File: src/rtl/cbl_pkg.sv
// Shared definitions for the condition branch logic: COND encodings,
// control-store mux selects and PSR flag bit positions.
package cbl_pkg;

    // Microinstruction COND field encodings
    localparam logic [3:0] COND_NEXT     = 4'b0000;
    localparam logic [3:0] COND_JMP_N    = 4'b0001;
    localparam logic [3:0] COND_JMP_Z    = 4'b0010;
    localparam logic [3:0] COND_JMP_V    = 4'b0011;
    localparam logic [3:0] COND_JMP_C    = 4'b0100;
    localparam logic [3:0] COND_JMP_IR   = 4'b0101;
    localparam logic [3:0] COND_JMP      = 4'b0110;
    localparam logic [3:0] COND_DECODE   = 4'b0111;
    localparam logic [3:0] COND_CALL     = 4'b1000;
    localparam logic [3:0] COND_RET      = 4'b1001;
    localparam logic [3:0] COND_JMP_NZ   = 4'b1010;
    localparam logic [3:0] COND_JMP_NC   = 4'b1011;
    localparam logic [3:0] COND_JMP_NN   = 4'b1100;

    // Control-store address mux selects
    localparam logic [1:0] MUX_NEXT   = 2'b00;
    localparam logic [1:0] MUX_JUMP   = 2'b01;
    localparam logic [1:0] MUX_DECODE = 2'b10;
    localparam logic [1:0] MUX_RET    = 2'b11;

    // PSR flag positions within {N,Z,V,C}
    localparam int N_BIT = 3;
    localparam int Z_BIT = 2;
    localparam int V_BIT = 1;
    localparam int C_BIT = 0;

endpackage

File: src/rtl/cbl_return_stack.sv
// LIFO of micro-subroutine return addresses. A push while full or a pop
// while empty is ignored here; the sequencer flags those cases itself.
module cbl_return_stack
    import cbl_pkg::*;
#(
    parameter int DEPTH = 4,
    parameter int WIDTH = 11,
    localparam int PTR_W = $clog2(DEPTH),
    localparam int LVL_W = PTR_W + 1
) (
    input  logic             clk_i,
    input  logic             rst_ni,
    input  logic             push_i,
    input  logic             pop_i,
    input  logic [WIDTH-1:0] data_i,
    output logic [WIDTH-1:0] data_o,
    output logic             full_o,
    output logic             empty_o,
    output logic [LVL_W-1:0] level_o
);

    logic [WIDTH-1:0] mem_q [DEPTH];
    logic [LVL_W-1:0] level_q;
    logic [LVL_W-1:0] level_d;
    logic [PTR_W-1:0] wrPtr;
    logic [PTR_W-1:0] rdPtr;
    logic             doPush;
    logic             doPop;

    assign full_o  = (level_q == LVL_W'(DEPTH));
    assign empty_o = (level_q == '0);
    assign level_o = level_q;

    // The occupancy count doubles as the write pointer; the top entry sits one below it
    assign wrPtr  = level_q[PTR_W-1:0];
    assign rdPtr  = level_q[PTR_W-1:0] - PTR_W'(1);
    assign data_o = mem_q[rdPtr];

    assign doPush = push_i && !full_o;
    assign doPop  = pop_i && !empty_o;

    // Next occupancy: grows on a push, shrinks on a pop
    always_comb begin
        level_d = level_q;
        if (doPush) begin
            level_d = level_q + LVL_W'(1);
        end else if (doPop) begin
            level_d = level_q - LVL_W'(1);
        end
    end

    // Occupancy register; reset discards every stored return address
    always_ff @(posedge clk_i or negedge rst_ni) begin
        if (!rst_ni) begin
            level_q <= '0;
        end else begin
            level_q <= level_d;
        end
    end

    // Entry storage; contents above the occupancy count are don't-care
    always_ff @(posedge clk_i) begin
        if (doPush) begin
            mem_q[wrPtr] <= data_i;
        end
    end

endmodule

File: src/rtl/cbl_microsequencer.sv
// Condition branch logic: decodes COND against PSR/IR, selects the next
// control-store address, owns the CS address register and the return stack.
module cbl_microsequencer
    import cbl_pkg::*;
#(
    parameter int                   ADDR_WIDTH  = 11,
    parameter int                   STACK_DEPTH = 4,
    parameter logic [ADDR_WIDTH-1:0] RESET_ADDR = '0
) (
    input  logic                         CLK,
    input  logic                         RESET_InLow,
    input  logic                         Stall_In,
    input  logic [3:0]                   PSR_In,
    input  logic [3:0]                   COND_In,
    input  logic                         IR_In,
    input  logic [ADDR_WIDTH-1:0]        JADDR_In,
    input  logic [ADDR_WIDTH-1:0]        DECODE_ADDR_In,
    output logic [ADDR_WIDTH-1:0]        CS_Addr_Out,
    output logic [1:0]                   Control_Branch_2_CS_MUX,
    output logic [$clog2(STACK_DEPTH):0] Stack_Level_Out,
    output logic                         Seq_Err_Out
);

    logic [ADDR_WIDTH-1:0] addr_q;
    logic [ADDR_WIDTH-1:0] addr_d;
    logic                  err_q;
    logic                  err_d;
    logic [ADDR_WIDTH-1:0] nextAddr;
    logic [ADDR_WIDTH-1:0] retAddr;
    logic [1:0]            muxSel;
    logic                  holdAddr;
    logic                  errSet;
    logic                  pushReq;
    logic                  popReq;
    logic                  stackFull;
    logic                  stackEmpty;

    // Incrementer wraps naturally at the top of the control store
    assign nextAddr = addr_q + ADDR_WIDTH'(1);

    // Condition decode: chooses the mux source, stack operation and error case
    always_comb begin
        muxSel   = MUX_NEXT;
        holdAddr = 1'b0;
        errSet   = 1'b0;
        pushReq  = 1'b0;
        popReq   = 1'b0;
        case (COND_In)
            COND_NEXT:   muxSel = MUX_NEXT;
            COND_JMP_N:  muxSel = PSR_In[N_BIT] ? MUX_JUMP : MUX_NEXT;
            COND_JMP_Z:  muxSel = PSR_In[Z_BIT] ? MUX_JUMP : MUX_NEXT;
            COND_JMP_V:  muxSel = PSR_In[V_BIT] ? MUX_JUMP : MUX_NEXT;
            COND_JMP_C:  muxSel = PSR_In[C_BIT] ? MUX_JUMP : MUX_NEXT;
            COND_JMP_IR: muxSel = IR_In ? MUX_JUMP : MUX_NEXT;
            COND_JMP:    muxSel = MUX_JUMP;
            COND_DECODE: muxSel = MUX_DECODE;
            COND_CALL: begin
                if (stackFull) begin
                    holdAddr = 1'b1;
                    errSet   = 1'b1;
                end else begin
                    muxSel  = MUX_JUMP;
                    pushReq = 1'b1;
                end
            end
            COND_RET: begin
                if (stackEmpty) begin
                    holdAddr = 1'b1;
                    errSet   = 1'b1;
                end else begin
                    muxSel = MUX_RET;
                    popReq = 1'b1;
                end
            end
            COND_JMP_NZ: muxSel = PSR_In[Z_BIT] ? MUX_NEXT : MUX_JUMP;
            COND_JMP_NC: muxSel = PSR_In[C_BIT] ? MUX_NEXT : MUX_JUMP;
            COND_JMP_NN: muxSel = PSR_In[N_BIT] ? MUX_NEXT : MUX_JUMP;
            default: begin
                holdAddr = 1'b1;
                errSet   = 1'b1;
            end
        endcase
    end

    // Next-address mux; error cases keep the current address
    always_comb begin
        addr_d = nextAddr;
        if (holdAddr) begin
            addr_d = addr_q;
        end else begin
            case (muxSel)
                MUX_JUMP:   addr_d = JADDR_In;
                MUX_DECODE: addr_d = DECODE_ADDR_In;
                MUX_RET:    addr_d = retAddr;
                default:    addr_d = nextAddr;
            endcase
        end
        err_d = err_q | errSet;
    end

    // CS address and sticky error register; a stall freezes both
    always_ff @(posedge CLK or negedge RESET_InLow) begin
        if (!RESET_InLow) begin
            addr_q <= RESET_ADDR;
            err_q  <= 1'b0;
        end else if (!Stall_In) begin
            addr_q <= addr_d;
            err_q  <= err_d;
        end
    end

    cbl_return_stack #(
        .DEPTH (STACK_DEPTH),
        .WIDTH (ADDR_WIDTH)
    ) u_stack (
        .clk_i   (CLK),
        .rst_ni  (RESET_InLow),
        .push_i  (pushReq && !Stall_In),
        .pop_i   (popReq && !Stall_In),
        .data_i  (nextAddr),
        .data_o  (retAddr),
        .full_o  (stackFull),
        .empty_o (stackEmpty),
        .level_o (Stack_Level_Out)
    );

    assign CS_Addr_Out             = addr_q;
    assign Control_Branch_2_CS_MUX = muxSel;
    assign Seq_Err_Out             = err_q;

endmodule

File: config.mk
export PLATFORM = sky130hd
export DESIGN_NAME = cbl_microsequencer
export DESIGN_NICKNAME = d
export VERILOG_FILES = /design/src/rtl/cbl_pkg.sv /design/src/rtl/cbl_return_stack.sv /design/src/rtl/cbl_microsequencer.sv
export SDC_FILE = /design/constraint.sdc
export NUM_CORES = 1
export LEC_CHECK = 0
export BUFFER_PORTS_ARGS = -buffer_cell sky130_fd_sc_hd__buf_2
export CORE_UTILIZATION = 55
export DETAILED_ROUTE_END_ITERATION = 6
export PLACE_DENSITY = 0.77
export SLEW_MARGIN = 20
export SYNTH_ARGS = -nofsm -noshare
export SYNTH_HDL_FRONTEND = slang
export SYNTH_SLANG_ARGS = --single-unit
File: constraint.sdc
create_clock -name CLK -period 7.05 [get_ports CLK]
set_input_delay 0.705 -clock CLK [delete_from_list [all_inputs] [get_ports CLK]]
set_output_delay 0.705 -clock CLK [all_outputs]
set_load 0.02 [all_outputs]
==> metrics.cfg <==
[routing]
wl_per_cell_um = 18.55
vias = 2121
ant_nets = 0
drc_errors = 0
viasPerCell = 5.925
postRouteWirelength_mm = 6.640
drtIter0Drc = 198
dr.pass1.iters = 4

[yosys]
synth_top_family_by_area = compound AO/OA/AOI/OAI gates
synth.yosys.seq_area_share_pct = 55.53
yosys-mux-area-fraction_pct = 8.436
synth_top_area_share_pct = 43.24
ys_async_sr_fraction_pct = 25.42
synth_nets = 273
avgSynthCellArea_um2 = 13.11
ys.flop_type = edfxtp_1
synth.yosys.warnings = 0
ys_seq_elements = 59
synthTopCellsByArea = edfxtp_1 43%, dfrtp_1 12%, mux4_2 8.1%
synth-xor-area-share_pct = 3.726
synth-simple-area-share_pct = 12.94
synth_cell_types = 60
synth_fa_ha_area_share_pct = 2.703
yosysTopAreaCell = edfxtp_1
synth-edff-count = 44
netlist_instances = 233
synth_compound_area_share_pct = 13.68
syn_area_um2 = 3055

[clock_network]
clockBufferDepth = 2
clock_sinks = 59
cts-root-buf = clkbuf_8
htreeDepth = 3
cts_hold_buf = 0
path_clk_slew_ns = 0.07
cts_tree = done
post_cts_resized = 0
cts_buffers = 9
post_cts_buffers = 0
clk_latency_ns = 0.32

[global_routing]
grt_usage_pct = 24.68
grt_pass1_wl_mm = 10.57
antenna_found_initial = 0
grt_pass1_vias = 2028
gr-usage-met3_pct = 5.389
grt_use_met2_pct = 36.85
grt_use_met1_pct = 33.98
grt-ovfl-total = 0
grt.busiest_layer = met2
grt_max_degree = 24

[die]
ios = 51
rows = 26
die_x_um = 76.54
core_area_um2 = 5238
die_area_um2 = 5858
die_height_um = 76.54
initial_core_util_pct = 58.34

[worst_setup_path]
critical_path_required_ns = 6.34
worstSetupEndpointType = output pin
reg2regPathDepth = 8
crit_path_start_kind = register
reg2reg_slack_ns = 3.64
critical_path_peak_fanout = 23
worst_r2r_endpoint = CS_Addr_Out[7]
path_class = reg2out
regToRegStartpoint = u_stack.level_o[0]
cp.arrival_ns = 3.12

[pwr]
ir_drop_mv = 0.1681
p_leak_uw = 0.001387
powerDensity_nw_per_um2 = 370.4

[sta]
setup_violations = 0
period_share_pct = 54.28
skew_ns = 0.009120
slew_headroom_pct = 40.61
fin_crit_ns = 3.827
fin_tns_setup_ns = 0
max_freq_mhz = 261.3
worst_pin_slew_ns = 0.8899
hold-worst-slack_ns = 0.2809
rsz0062_at_grt = no
timing.final.hold_violations = 0
setup_slack_ns = 3.223
final_max_slew_viol_count = 0

[outcome]
status = finished, final reports clean

[min_path]
hp-class = in2async

[placement]
dp_cells = 342
routabilityCongestion = 0.8174
place_ws_ns = 3.604
io_buffers = 50
hpwl_mm = 4.625

[final_layout]
n_fill_cell = 384
diodes = 0
drive_gt1_share_pct = 30.21
final_net_count = 323
instances_no_fill = 358
area_delta_synth_final_pct = 16.01
multiInputGateArea_um2 = 1267
seq_area_um2 = 1697

[flow_run]
drv_cap = 0

[power breakdown]
group | leakage, µW | internal, µW | switching [µW]
registers | 0.000563 | 459 | 74.7
clock network | 0.000104 | 198 | 134
logic | 0.000719 | 194 | 254
[cell families (layout without fill, tap and decap cells)]
kind of cell,Yosys count,count (layout)
and+or+nand+nor,78,78
DFF,59,59
AOI/OAI and AO/OA,47,47
buffers and inverters,18,73
xor gates and xnor gates,13,13
muxes,12,12
adders and majority gates,6,6
[registers in the layout (all words and copies together) (netlist names)]
name,flops
u_stack.mem_q,44
CS_Addr_Out,11
Seq_Err_Out,1
u_stack.level_o,3
[critical path: stages, from the launching register on]
cell      delay [ns]
dfrtp_1         0.70
inv_1           0.26
ha_1            0.28
nand2b_1        0.07
and3_1          0.34
nor2_2          0.76
inv_1           0.17
buf_2           0.21
[worst max path at each step]
stage                            start  depth (start not counted)                    endpoint
floorplan           u_stack.level_o[0]                          8              CS_Addr_Out[8]
global placement    u_stack.level_o[0]                          7  Control_Branch_2_CS_MUX[1]
detailed placement  u_stack.level_o[0]                          7  Control_Branch_2_CS_MUX[1]
CTS                 u_stack.level_o[0]                          7  Control_Branch_2_CS_MUX[1]
global route        u_stack.level_o[0]                          7  Control_Branch_2_CS_MUX[1]
finish              u_stack.level_o[0]                          7  Control_Branch_2_CS_MUX[1]
[synthesized netlist by cell type, drive strengths merged (4+ instances only)]
cell and n:
a22oi 6, mux4 11, nor2 18, xor2 8, ha 5, o21ai 5
nand3 7, edfxtp 44, nand2 23, and3 6, nor2b 5, buf 10
inv 7, and2 4, xnor2 5, dfrtp 15, a21oi 4
[routing by layer]
layer | wire length, µm | part of all wire (%)
met3 | 405 | 6.1
met4 | 155 | 2.3
met2 | 3173 | 48
met5 | 0 | 0
met1 | 2905 | 44
[stage by stage]
stage	total power (µW)	utilization [%]	instance area (µm²)
after detailed placement	983.7	63.55	3328
after global routing	1384	67.68	3545
after CTS	1320	67.68	3545
after global placement	969.9	63.55	3328
after floorplan	847.9	-	3055
final	1313	67.68	3545
[area by class of cell]
class	instances	share of cell area (%)
flip-flops and latches	59	47.86
multi-input cells	156	35.76
repair buffers	50	7.060
clock buffers	9	3.495
clock inverters	7	2.612
well taps	70	2.471
inverters	7	0.7413
[layout by cell type (no fill, tap or decap), drive strengths merged, types with 3 or more instances in the layout]
master   n
a21oi    4
a221oi   3
a22oi    6
and2     4
and3     6
buf     50
clkbuf   9
clkinv   4
dfrtp   15
edfxtp  44
ha       5
inv      7
mux4    11
nand2   23
nand2b   3
nand3    7
nand4    3
nor2    18
nor2b    5
o211a    3
o21a     3
o21ai    5
o31ai    3
xnor2    5
xor2     8
No activity file was read; power rests on OpenSTA's default activity.
